==> config.mk <==
export PLATFORM = sky130hd
export DESIGN_NAME = data_memory_arbiter_flat
export DESIGN_NICKNAME = d
export VERILOG_FILES = /design/src/rtl/data_memory_arbiter_pkg.sv /design/src/rtl/data_memory_arbiter_if.sv /design/src/rtl/rr_pick2.sv /design/src/rtl/data_memory_arbiter.sv /design/src/flat_wrapper.sv
export SDC_FILE = /design/constraint.sdc
export NUM_CORES = 1
export LEC_CHECK = 0
export BUFFER_PORTS_ARGS = -buffer_cell sky130_fd_sc_hd__buf_2
export CAP_MARGIN = 20
export CORE_AREA = 2 2 99 101
export CTS_BUF_LIST = sky130_fd_sc_hd__clkbuf_16
export CTS_CLUSTER_SIZE = 8
export DETAILED_ROUTE_END_ITERATION = 8
export DIE_AREA = 0 0 101 103
export GPL_TIMING_DRIVEN = 0
export PLACE_DENSITY = 0.66
export SLEW_MARGIN = 20
export SYNTH_ARGS = -nofsm -noshare
export SYNTH_HDL_FRONTEND = slang
export SYNTH_SLANG_ARGS = --single-unit
==> constraint.sdc <==
create_clock -name clock -period 3.6 [get_ports clock]
set_input_delay 0.9 -clock clock [delete_from_list [all_inputs] [get_ports clock]]
set_output_delay 0.9 -clock clock [all_outputs]
set_load 0.005 [all_outputs]
==> src/rtl/data_memory_arbiter_pkg.sv <==
// Shared defaults and FSM encoding for the two-master data memory arbiter.
package data_memory_arbiter_pkg;

    localparam int DEF_ADDR_W = 12;
    localparam int DEF_DATA_W = 32;

    typedef enum logic [1:0] {
        IDLE = 2'd0,
        OWN0 = 2'd1,
        OWN1 = 2'd2
    } arb_state_e;

endpackage

==> src/rtl/data_memory_arbiter_if.sv <==
// Bus bundle between the two masters, the arbiter and data_memory.
interface data_memory_arbiter_if #(
    parameter int ADDR_W = data_memory_arbiter_pkg::DEF_ADDR_W,
    parameter int DATA_W = data_memory_arbiter_pkg::DEF_DATA_W
);
    logic              m0_req, m0_lock, m0_wren, m0_gnt, m0_rvalid;
    logic [ADDR_W-1:0] m0_addr;
    logic [3:0]        m0_byteena;
    logic [DATA_W-1:0] m0_wdata, m0_rdata;

    logic              m1_req, m1_lock, m1_wren, m1_gnt, m1_rvalid;
    logic [ADDR_W-1:0] m1_addr;
    logic [3:0]        m1_byteena;
    logic [DATA_W-1:0] m1_wdata, m1_rdata;

    logic [ADDR_W-1:0] mem_address;
    logic [3:0]        mem_byteena;
    logic [DATA_W-1:0] mem_data, mem_q;
    logic              mem_wren;

    modport slave (
        input  m0_req, m0_lock, m0_addr, m0_byteena, m0_wdata, m0_wren,
        input  m1_req, m1_lock, m1_addr, m1_byteena, m1_wdata, m1_wren,
        input  mem_q,
        output m0_gnt, m0_rvalid, m0_rdata, m1_gnt, m1_rvalid, m1_rdata,
        output mem_address, mem_byteena, mem_data, mem_wren
    );

    modport master (
        output m0_req, m0_lock, m0_addr, m0_byteena, m0_wdata, m0_wren,
        output m1_req, m1_lock, m1_addr, m1_byteena, m1_wdata, m1_wren,
        output mem_q,
        input  m0_gnt, m0_rvalid, m0_rdata, m1_gnt, m1_rvalid, m1_rdata,
        input  mem_address, mem_byteena, mem_data, mem_wren
    );
endinterface

==> src/rtl/rr_pick2.sv <==
// Two-way round-robin pick: on a collision the master that did not win last time wins.
module rr_pick2 (
    input  logic req0,
    input  logic req1,
    input  logic last_winner,
    output logic gnt0,
    output logic gnt1
);
    assign gnt0 = req0 & (~req1 | last_winner);
    assign gnt1 = req1 & (~req0 | ~last_winner);
endmodule

==> src/rtl/data_memory_arbiter.sv <==
// Two-master arbiter in front of data_memory with bounded lock ownership and
// one-cycle read response routing.
module data_memory_arbiter
    import data_memory_arbiter_pkg::*;
#(
    parameter int ADDR_W   = DEF_ADDR_W,
    parameter int DATA_W   = DEF_DATA_W,
    parameter int LOCK_MAX = 15
) (
    input  logic                  clock,
    input  logic                  reset,
    data_memory_arbiter_if.slave  bus
);
    localparam int              CNT_W   = $clog2(LOCK_MAX + 1);
    localparam logic [CNT_W-1:0] CNT_MAX = CNT_W'(LOCK_MAX);

    arb_state_e       state, state_nxt;
    logic             last_winner, last_winner_nxt;
    logic [CNT_W-1:0] lock_cnt, lock_cnt_nxt;
    logic [1:0]       req, lock, wren, rr_gnt, gnt, rvalid;
    logic             owned;

    logic [ADDR_W-1:0] addr_sel;
    logic [DATA_W-1:0] wdata_sel, rdata;

    assign req  = {bus.m1_req,  bus.m0_req};
    assign lock = {bus.m1_lock, bus.m0_lock};
    assign wren = {bus.m1_wren, bus.m0_wren};

    rr_pick2 u_pick (
        .req0        (req[0]),
        .req1        (req[1]),
        .last_winner (last_winner),
        .gnt0        (rr_gnt[0]),
        .gnt1        (rr_gnt[1])
    );

    always_comb begin
        state_nxt    = state;
        lock_cnt_nxt = lock_cnt;
        gnt          = 2'b00;
        owned        = 1'b0;
        case (state)
            OWN0:    owned = req[0] & lock[0];
            OWN1:    owned = req[1] & lock[1];
            default: owned = 1'b0;
        endcase
        if (owned) begin
            gnt = (state == OWN1) ? 2'b10 : 2'b01;
            if (lock_cnt < CNT_MAX)
                lock_cnt_nxt = lock_cnt + 1'b1;
            // Ownership expires once the budget is used; the other master then wins IDLE.
            if (lock_cnt_nxt == CNT_MAX)
                state_nxt = IDLE;
        end else begin
            // Owner released (or no owner): free arbitration in this same cycle.
            gnt       = rr_gnt;
            state_nxt = IDLE;
            if (|(rr_gnt & lock)) begin
                lock_cnt_nxt = CNT_W'(1);
                if (CNT_MAX > CNT_W'(1))
                    state_nxt = rr_gnt[1] ? OWN1 : OWN0;
            end
        end
        if (!reset)
            gnt = 2'b00;
        last_winner_nxt = gnt[1] ? 1'b1 : (gnt[0] ? 1'b0 : last_winner);
    end

    always_ff @(posedge clock or negedge reset) begin
        if (!reset) begin
            state       <= IDLE;
            last_winner <= 1'b1;
            lock_cnt    <= '0;
            rvalid      <= 2'b00;
        end else begin
            state       <= state_nxt;
            last_winner <= last_winner_nxt;
            lock_cnt    <= lock_cnt_nxt;
            rvalid      <= gnt & req & ~wren;
        end
    end

    assign addr_sel        = gnt[1] ? bus.m1_addr  : bus.m0_addr;
    assign wdata_sel       = gnt[1] ? bus.m1_wdata : bus.m0_wdata;
    assign bus.mem_address = addr_sel;
    assign bus.mem_data    = wdata_sel;
    assign bus.mem_byteena = gnt[1] ? bus.m1_byteena : bus.m0_byteena;
    assign bus.mem_wren    = |(gnt & wren);

    assign bus.m0_gnt    = gnt[0];
    assign bus.m1_gnt    = gnt[1];
    assign bus.m0_rvalid = rvalid[0];
    assign bus.m1_rvalid = rvalid[1];
    assign rdata         = bus.mem_q;
    assign bus.m0_rdata  = rdata;
    assign bus.m1_rdata  = rdata;

endmodule
==> src/flat_wrapper.sv <==
// flat-port wrapper written by rule: the top's interface ports become plain ports
module data_memory_arbiter_flat import data_memory_arbiter_pkg::*;
#(
    parameter int ADDR_W   = DEF_ADDR_W,
    parameter int DATA_W   = DEF_DATA_W,
    parameter int LOCK_MAX = 15
)
  (clock, reset, bus_m0_req, bus_m0_lock, bus_m0_addr, bus_m0_byteena, bus_m0_wdata, bus_m0_wren, bus_m1_req, bus_m1_lock, bus_m1_addr, bus_m1_byteena, bus_m1_wdata, bus_m1_wren, bus_mem_q, bus_m0_gnt, bus_m0_rvalid, bus_m0_rdata, bus_m1_gnt, bus_m1_rvalid, bus_m1_rdata, bus_mem_address, bus_mem_byteena, bus_mem_data, bus_mem_wren);
  data_memory_arbiter_if #(.ADDR_W(ADDR_W), .DATA_W(DATA_W)) bus_i ();
  input  logic clock;
  input  logic reset;
  input wire logic [$bits(bus_i.m0_req)-1:0] bus_m0_req;
  input wire logic [$bits(bus_i.m0_lock)-1:0] bus_m0_lock;
  input wire logic [$bits(bus_i.m0_addr)-1:0] bus_m0_addr;
  input wire logic [$bits(bus_i.m0_byteena)-1:0] bus_m0_byteena;
  input wire logic [$bits(bus_i.m0_wdata)-1:0] bus_m0_wdata;
  input wire logic [$bits(bus_i.m0_wren)-1:0] bus_m0_wren;
  input wire logic [$bits(bus_i.m1_req)-1:0] bus_m1_req;
  input wire logic [$bits(bus_i.m1_lock)-1:0] bus_m1_lock;
  input wire logic [$bits(bus_i.m1_addr)-1:0] bus_m1_addr;
  input wire logic [$bits(bus_i.m1_byteena)-1:0] bus_m1_byteena;
  input wire logic [$bits(bus_i.m1_wdata)-1:0] bus_m1_wdata;
  input wire logic [$bits(bus_i.m1_wren)-1:0] bus_m1_wren;
  input wire logic [$bits(bus_i.mem_q)-1:0] bus_mem_q;
  output wire logic [$bits(bus_i.m0_gnt)-1:0] bus_m0_gnt;
  output wire logic [$bits(bus_i.m0_rvalid)-1:0] bus_m0_rvalid;
  output wire logic [$bits(bus_i.m0_rdata)-1:0] bus_m0_rdata;
  output wire logic [$bits(bus_i.m1_gnt)-1:0] bus_m1_gnt;
  output wire logic [$bits(bus_i.m1_rvalid)-1:0] bus_m1_rvalid;
  output wire logic [$bits(bus_i.m1_rdata)-1:0] bus_m1_rdata;
  output wire logic [$bits(bus_i.mem_address)-1:0] bus_mem_address;
  output wire logic [$bits(bus_i.mem_byteena)-1:0] bus_mem_byteena;
  output wire logic [$bits(bus_i.mem_data)-1:0] bus_mem_data;
  output wire logic [$bits(bus_i.mem_wren)-1:0] bus_mem_wren;
  assign bus_i.m0_req = bus_m0_req;
  assign bus_i.m0_lock = bus_m0_lock;
  assign bus_i.m0_addr = bus_m0_addr;
  assign bus_i.m0_byteena = bus_m0_byteena;
  assign bus_i.m0_wdata = bus_m0_wdata;
  assign bus_i.m0_wren = bus_m0_wren;
  assign bus_i.m1_req = bus_m1_req;
  assign bus_i.m1_lock = bus_m1_lock;
  assign bus_i.m1_addr = bus_m1_addr;
  assign bus_i.m1_byteena = bus_m1_byteena;
  assign bus_i.m1_wdata = bus_m1_wdata;
  assign bus_i.m1_wren = bus_m1_wren;
  assign bus_i.mem_q = bus_mem_q;
  assign bus_m0_gnt = bus_i.m0_gnt;
  assign bus_m0_rvalid = bus_i.m0_rvalid;
  assign bus_m0_rdata = bus_i.m0_rdata;
  assign bus_m1_gnt = bus_i.m1_gnt;
  assign bus_m1_rvalid = bus_i.m1_rvalid;
  assign bus_m1_rdata = bus_i.m1_rdata;
  assign bus_mem_address = bus_i.mem_address;
  assign bus_mem_byteena = bus_i.mem_byteena;
  assign bus_mem_data = bus_i.mem_data;
  assign bus_mem_wren = bus_i.mem_wren;
  data_memory_arbiter #(.ADDR_W(ADDR_W), .DATA_W(DATA_W), .LOCK_MAX(LOCK_MAX)) u_core (.clock(clock), .reset(reset), .bus(bus_i));
endmodule
## After elaboration in Yosys (flattened, before gate mapping)

Index checks and enable logic that the tools add are counted.

| cells by class | value |
|---|---|
| add/sub/neg operators | 1 |
| multipliers | 0 |
| divide/modulo/power cells | 0 |
| magnitude comparators | 1 |
| equality and inequality tests | 4 |
| shift-type cells | 0 |
| multiplexer cells | 17 |
| bitwise logic cells | 14 |
| reductions and logical operators | 4 |

Operators with widths:

| kind | count |
|---|---|
| two-way mux 32 bit | 1 |
| two-way mux 4 bit | 5 |
| two-way mux 2 bit | 7 |
| two-way mux 12 bit | 1 |
| AND 2 bit | 4 |
| adder 4 x 1 -> 4 bit (second input constant) | 1 |
| AND 1 bit | 4 |
| == test 4 bit (second input constant) | 1 |
| less-than comparator 4 bit (second input constant) | 1 |
| nonzero test 2 bit | 2 |
| OR reduction 2 bit | 2 |
| inverter 1 bit | 3 |
| == test 2 x 1 -> 1 bit (second input constant) | 1 |
| == test 2 bit (second input constant) | 1 |
| two-way mux 1 bit | 2 |
| inequality test 2 bit (second input constant) | 1 |
| inverter 2 bit | 1 |
| bitwise OR 1 bit | 2 |
| one-hot mux 1 bit (2 select lines) | 1 |

| storage, ports and cells | value |
|---|---|
| bits in registers | 9 |
| bits in latches | 0 |
| RAM bits | 0 |
| bits in read-only memories | 0 |
| input bits | 136 |
| output and inout port bits | 117 |
| logic and storage cells | 45 |
| memories | 0 |

## Longest topological paths before layout

Gate-level depths: netlist (run 1).

| logic depth | value |
|---|---|
| depth after elaboration | 7 |
| gate-level depth with buffers | 8 |
| gate-level depth less buffers | 7 |

## By module

Synthesis (run 1) repeated with hierarchy kept, for this count alone.

| second synthesis, totals | value |
|---|---|
| cells, all modules | 175 |
| area, all modules | 1851.8 um2 |

Modules (own cells, without submodules):

| module | instances | cells each | area an instance (um2) | seq. area each (um2) |
|---|---|---|---|---|
| data_memory_arbiter | 1 | 172 | 1833.0 | 226.5 |
| rr_pick2 | 1 | 3 | 18.8 | 0.0 |

## Worst setup path before layout (run 1)

OpenSTA, ideal clock, no wires.

| path | value |
|---|---|
| path kind | input port to output port |
| from | in bus_m0_req |
| to | out bus_mem_address[0] |
| arrival | 2.150 ns |
| data required time | 2.700 ns |
| slack | 0.550 ns |
| cell stages on the path | 5 |
| buffers on the path | 1 |
| cells stage by stage | and4b_1 > or2_1 > mux2_4 > buf_6 > mux2_4 |

| on the way | value |
|---|---|
| word-level cells in the longest chain between the ends | 6 |
| elaborated cells on any way between the ends | 8 |
| those cells by class | 4 x mux; 4 x bitwise |

RTL lines:

| what | line | source |
|---|---|---|
| start: declaration | flat_wrapper.sv:12 | `input wire logic [$bits(bus_i.m0_req)-1:0] bus_m0_req;` |
| inverter 1 bit | rr_pick2.sv:10 | `assign gnt1 = req1 & (~req0 \| ~last_winner);` |
| bitwise OR 1 bit | rr_pick2.sv:10 |  |
| AND 1 bit | rr_pick2.sv:10 |  |
| two-way mux 2 bit (*) | data_memory_arbiter.sv:48 | `if (owned) begin` |
| two-way mux 2 bit (*) | data_memory_arbiter.sv:65 | `if (!reset)` |
| two-way mux 12 bit (*) | data_memory_arbiter.sv:84 | `assign addr_sel = gnt[1] ? bus.m1_addr : bus.m0_addr;` |
| end: declaration | flat_wrapper.sv:31 | `output wire logic [$bits(bus_i.mem_address)-1:0] bus_mem_address;` |

Mark *: on every way between the ends. The rest lies on a longest branch, timed or not.

## Final worst setup path (run 1)

| path | value |
|---|---|
| from | in bus_m0_req |
| to | out bus_mem_data[28] |

| on the way | value |
|---|---|
| word-level cells in the longest chain between the ends | 6 |
| elaborated cells on any way between the ends | 8 |
| those cells by class | 4 x mux; 4 x bitwise |

RTL lines:

| what | line | source |
|---|---|---|
| inverter 1 bit | rr_pick2.sv:10 |  |
| bitwise OR 1 bit | rr_pick2.sv:10 |  |
| AND 1 bit | rr_pick2.sv:10 |  |
| two-way mux 2 bit (*) | data_memory_arbiter.sv:48 |  |
| two-way mux 2 bit (*) | data_memory_arbiter.sv:65 |  |
| two-way mux 32 bit (*) | data_memory_arbiter.sv:85 | `assign wdata_sel = gnt[1] ? bus.m1_wdata : bus.m0_wdata;` |
| end: declaration | flat_wrapper.sv:33 | `output wire logic [$bits(bus_i.mem_data)-1:0] bus_mem_data;` |

Marks and branches as above.

==> flow_summary.toml, run 1 <==
[yosys]
yosys.cell_types.count = 31
yosysTopAreaCell = "mux2_4"
yosysSeqAreaShare_pct = 12.4
syn_area_sq_um = 1830
avgSynthCellArea_sq_um = 10.5
yosysWarnings = 0
synth_flop_cell = "dfrtp_1"
synth_area_leaders = "mux2_4, buf_4, dfrtp_1"
synth-seq-cells = 9
netlist_instances = 175
synth_edf_count = 0
async_flop_share_pct = 100
synth_nets = 315
netlist.area_leader.share_pct = 39.3

[hold_path]
hold_path_class = "reg -> reg"

[sta]
setup_violations = 0
fmax_ghz = 0.292
worst_pin_slew_ns = 0.395
setup_tns_ns = 0
maxSlewViolCount = 0
period_share_pct = 95.1
slew_headroom_pct = 73.4
fin_skew_ns = 0.00122
layout_min_cycle_time_ns = 3.42
rsz0062_at_grt = "false"
final_hold_viol_count = 0

[power_and_ir_drop]
swShare_pct = 27.0
power_frac_seq_pct = 17.4
p_int_uw = 499
p_per_area_nw_per_um2 = 217
clockPowerShare_pct = 28.1
p_comb_share_pct = 54.5
leakagePower_uw = 0.00197
p_switching_uw = 185
irDropWorstVdd_mv = 0.339

[layout]
n_fill_cell = 992
final_util_pct = 33.3
multiInputGateArea_sq_um = 1050
regArea_sq_um = 226
diodes = 0
final_net_count = 540
layout-drive-gt1-share_pct = 86.0
area_delta_synth_final_pct = 72.2

[setup_path]
crit_required_ns = 2.70
crit_path_max_fanout = 10
slowest_delay_ns = 0.38
worst_setup_path_end_kind = "output pin"
crit_arrival_ns = 2.52
cp-start-kind = "input port"
crit_type = "in -> out"
crit_chain = "buf_2, and4b_1, or2_1, mux2_4, buf_6, mux2_4, buf_2"
cpMaxStageDelayCell = "mux2_4"

[die]
ios = 253
std_cell_rows = 36
die_area_sq_um = 10400
initial_core_util_pct = 19.4
core_area_sq_um = 9460
die_w_microns = 101
die_h_microns = 103

[route]
wire_per_inst_microns = 12.2
first_pass_iters = 4
vias = 2009
drt_iter0_markers = 13
wl_microns = 6270
via_per_inst = 3.92
ant_nets = 0
drc = 0

[cts]
root_buffer = "clkbuf_16"
cts_buffer_depth = 2
post_cts_buffers = 0
post_cts_resize_count = 0
cts-hold-fix-buffers = 0
htree_num_levels = 1
path_clk_slew_ns = 0.04
cts_tree = "done"
cts_made_buffers = 3
insertion_delay_ns = 0.23
cts_sinks = 9

[global_routing]
grt_max_degree = 14
grt-ovfl-total = 0
grt_pass1_wl_microns = 7920
grt_pass1_vias = 1719
grt_antenna_before_repair = 0
track_usage_pct = 9.43

[job]
maxCapViolations = 0

[place]
hpwl_microns = 5680
portBuffers = 220
routabilityCongestion = 0.817

[outcome]
status = "complete, no violations"
==> flip-flops by register name (all words and copies together), names as in the netlist <==
register and flops:
u_core.last_winner 1, u_core.state 2, u_core.rvalid 2, u_core.lock_cnt 4
==> routing by layer <==
metal	global-route usage (%)	share of wire, %	vias to the layer above
met2	17.6	52	91
met3	2.03	8.0	2
met5	0	0	-
met4	0.936	0.27	0
met1	11.5	40	918
li1	-	-	998
==> power by group through the flow <==
stage | Clock (uW) | Combinational (uW) | Sequential [uW]
6_report | 192 | 372 | 119
4_1_cts | 195 | 379 | 119
3_5_place_dp | 0 | 378 | 120
2_1_floorplan | 0 | 213 | 118
5_1_grt | 200 | 408 | 120
3_3_place_gp | 0 | 372 | 119
==> logic make-up after synthesis <==
kind of cell / count (synthesis) / synth area share, %
DFF: 9 / 12.4
AOI/OAI and AO/OA: 13 / 4.85
adders and majority gates: 4 / 2.73
buffers and inverters: 74 / 30.3
and+or+nand+nor: 24 / 8.61
muxes: 51 / 41.1
==> layout by cell type (no fill, tap or decap), drive strengths merged, types with 4 or more instances in the layout <==
cell type and instances:
buf 289, o21ai 5, dfrtp 8, and4b 4, ha 4, clkbuf 4
inv 5, nand3 4, mux2 50
==> cell type report <==
class	instances	share of cell area [%]
plain buffers	70	17.1
clock buffers	3	2.38
clock inverters	1	0.119
inverters	4	0.476
multi-input cells	92	33.3
flip-flops and latches	9	7.18
well taps	114	4.52
repair buffers	220	34.9
==> cells in the mapped netlist (2+ instances only) <==
library cell	instances
inv_1	4
o21ai_0	5
and4b_1	4
dfrtp_1	8
mux2_4	48
nor2_1	3
nand2_1	3
nor4bb_1	2
buf_4	64
a22o_1	2
mux2_2	2
ha_1	4
nand3_1	4
buf_6	5
==> metrics by stage <==
step | setup slack, ns | total power, uW | hold slack [ns] | area [sq um] | instances
final | 0.177 | 683 | 0.489 | 3150 | 513
after global placement | 0.155 | 492 | 0.481 | 3080 | 509
after global routing | 0.107 | 728 | 0.523 | 3150 | 513
after CTS | 0.151 | 692 | 0.491 | 3150 | 513
after detailed placement | 0.155 | 498 | 0.493 | 3080 | 509
after floorplan | 0.550 | 331 | 0.465 | 1830 | 175
==> worst max-delay path, delay by kind of cell <==
family / cells / cell delay (ns)
muxes: 2 / 0.70
and+or+nand+nor: 2 / 0.48
buffers and inverters: 3 / 0.45
==> final timing paths <==
kind                                          from                 end  slack [ns]  cells after the start
min in group asynchronous                    reset     u_core.state[0]        0.53                      1
worst max-delay path                    bus_m0_req    bus_mem_data[28]        0.18                      7
worst min register to register  u_core.last_winner  u_core.last_winner        0.49                      2
worst max register to register     u_core.state[0]  u_core.lock_cnt[1]        1.40                      7
worst min-delay path            u_core.last_winner  u_core.last_winner        0.49                      2
max in group asynchronous                    reset  u_core.last_winner        2.80                      1
Note: power is estimated with default switching activity, not from simulation.
==> run 2, diff against run 1 <==
- RECOVER_POWER: not set -> 50
==> flow_summary.toml, run 2 (synthesis results as in run 1) <==
[outcome]
status = "complete, no violations"

[layout]
final_net_count = 540
largest-register = "u_core.lock_cnt"
layout_common_cells = "buf_2, mux2_4, buf_4"
top_regs = "u_core.lock_cnt (4), u_core.rvalid (2), u_core.state (2)"
diodes = 0
layout_commonest_cell = "buf_2"
largest_register_ffs = 4
area_delta_synth_final_pct = 70.4
n_fill_cell = 1004
layout-drive-gt1-share_pct = 79.2

[route]
drt_iter0_markers = 12
wl_microns = 6250
via_per_inst = 3.92
first_pass_iters = 4
drc = 0
vias = 2009
wire_per_inst_microns = 12.2
ant_nets = 0

[cts]
cts_buffer_depth = 2
post_cts_buffers = 0
htree_num_levels = 1
cts_tree = "done"
post_cts_resize_count = 0
cts_made_buffers = 3
root_buffer = "clkbuf_16"
insertion_delay_ns = 0.23
cts_sinks = 9
path_clk_slew_ns = 0.04
cts-hold-fix-buffers = 0

[global_routing]
grt_pass1_wl_microns = 7920
track_usage_pct = 9.43
grt-ovfl-total = 0
grt_max_degree = 14
grt_antenna_before_repair = 0
grt_pass1_vias = 1719

[die]
die_area_sq_um = 10400
ios = 253
std_cell_rows = 36
die_h_microns = 103
die_w_microns = 101
core_area_sq_um = 9460
initial_core_util_pct = 19.4

[sta]
fin_skew_ns = 0.00119
fmax_ghz = 0.291
rsz0062_at_grt = "false"
layout_min_cycle_time_ns = 3.44
slew_headroom_pct = 59.7
final_hold_viol_count = 0
period_share_pct = 95.6
whs_ns = 0.489
maxSlewViolCount = 0
setup_violations = 0
setup_tns_ns = 0
worst_pin_slew_ns = 0.605

[setup_path]
crit_type = "in -> out"
crit_family = "multiplexers"
cp-start-kind = "input port"
crit_chain = "buf_2, and4b_1, or2_0, mux2_4, buf_6, mux2_4, buf_2"
cp_num_buf_inv = 3
crit_required_ns = 2.70
cpMaxStageDelayCell = "mux2_4"
crit_arrival_ns = 2.54
worst_setup_path_end_kind = "output pin"
crit_path_max_fanout = 10
slowest_delay_ns = 0.39

[hold_path]
hold_path_class = "reg -> reg"

[power_and_ir_drop]
total_power_uw = 678
p_per_area_nw_per_um2 = 217
leakagePower_uw = 0.00188
irDropWorstVdd_mv = 0.338

[place]
portBuffers = 220
hpwl_microns = 5680
routabilityCongestion = 0.817

[job]
maxCapViolations = 0
==> run 2: changes by cell type in the layout (fill, tap and decap cells not counted) <==
cell      change
buf_2        -27
or2_1         -1
buf_4        -29
clkbuf_4     +29
or2_0         +1
buf_1         +1
clkbuf_1     +26
==> run 2: final cells by class <==
cell class / count / area [sq um] / share of cell area, %
Timing Repair Buffer: 220 / 1070 / 34.2
Multi-Input combinational cell: 92 / 1050 / 33.6
Buffer: 70 / 541 / 17.3
Sequential cell: 9 / 226 / 7.26
Tap cell: 114 / 143 / 4.57
Clock buffer: 3 / 75.1 / 2.41
Inverter: 4 / 15.0 / 0.481
Clock inverter: 1 / 3.75 / 0.120
==> run 2: worst min-delay path, cell delays in order (launching register included) <==
cell	delay [ns]
dfstp_2	0.37
inv_1	0.04
o21ai_0	0.07
==> run 2: path summary, 6_finish.rpt <==
kind / startpoint / end / slack (ns) / cells after the start
max: bus_m0_req / bus_mem_data[28] / 0.16 / 7
min: u_core.last_winner / u_core.last_winner / 0.49 / 2
max reg2reg: u_core.state[0] / u_core.lock_cnt[1] / 1.34 / 7
min reg2reg: u_core.last_winner / u_core.last_winner / 0.49 / 2
max in group asynchronous: reset / u_core.rvalid[0] / 2.56 / 1
min in group asynchronous: reset / u_core.state[0] / 0.65 / 1
==> run 2: through the flow <==
stage	utilization, %	setup slack, ns	area, sq um	cells
2_1_floorplan	-	0.550	1830	175
3_3_place_gp	32.5	0.155	3080	509
3_5_place_dp	32.5	0.155	3080	509
4_1_cts	33.3	0.151	3150	513
5_1_grt	33.0	0.0537	3120	513
6_report	33.0	0.159	3120	513
==> run 2: metal layers <==
metal	share of wire, %	vias up	wire length (microns)	GRT usage [%]
met1	40	916	2500	11.5
met5	0	-	0	0
met3	8.2	2	511	2.03
met2	52	93	3230	17.6
li1	-	998	-	-
met4	0.27	0	17	0.936
==> run 2: power breakdown <==
part,internal [uW],switching [uW],total [uW]
registers,111,7.87,119
logic,237,130,366
clock network,145,47.0,192
total,493,184,678
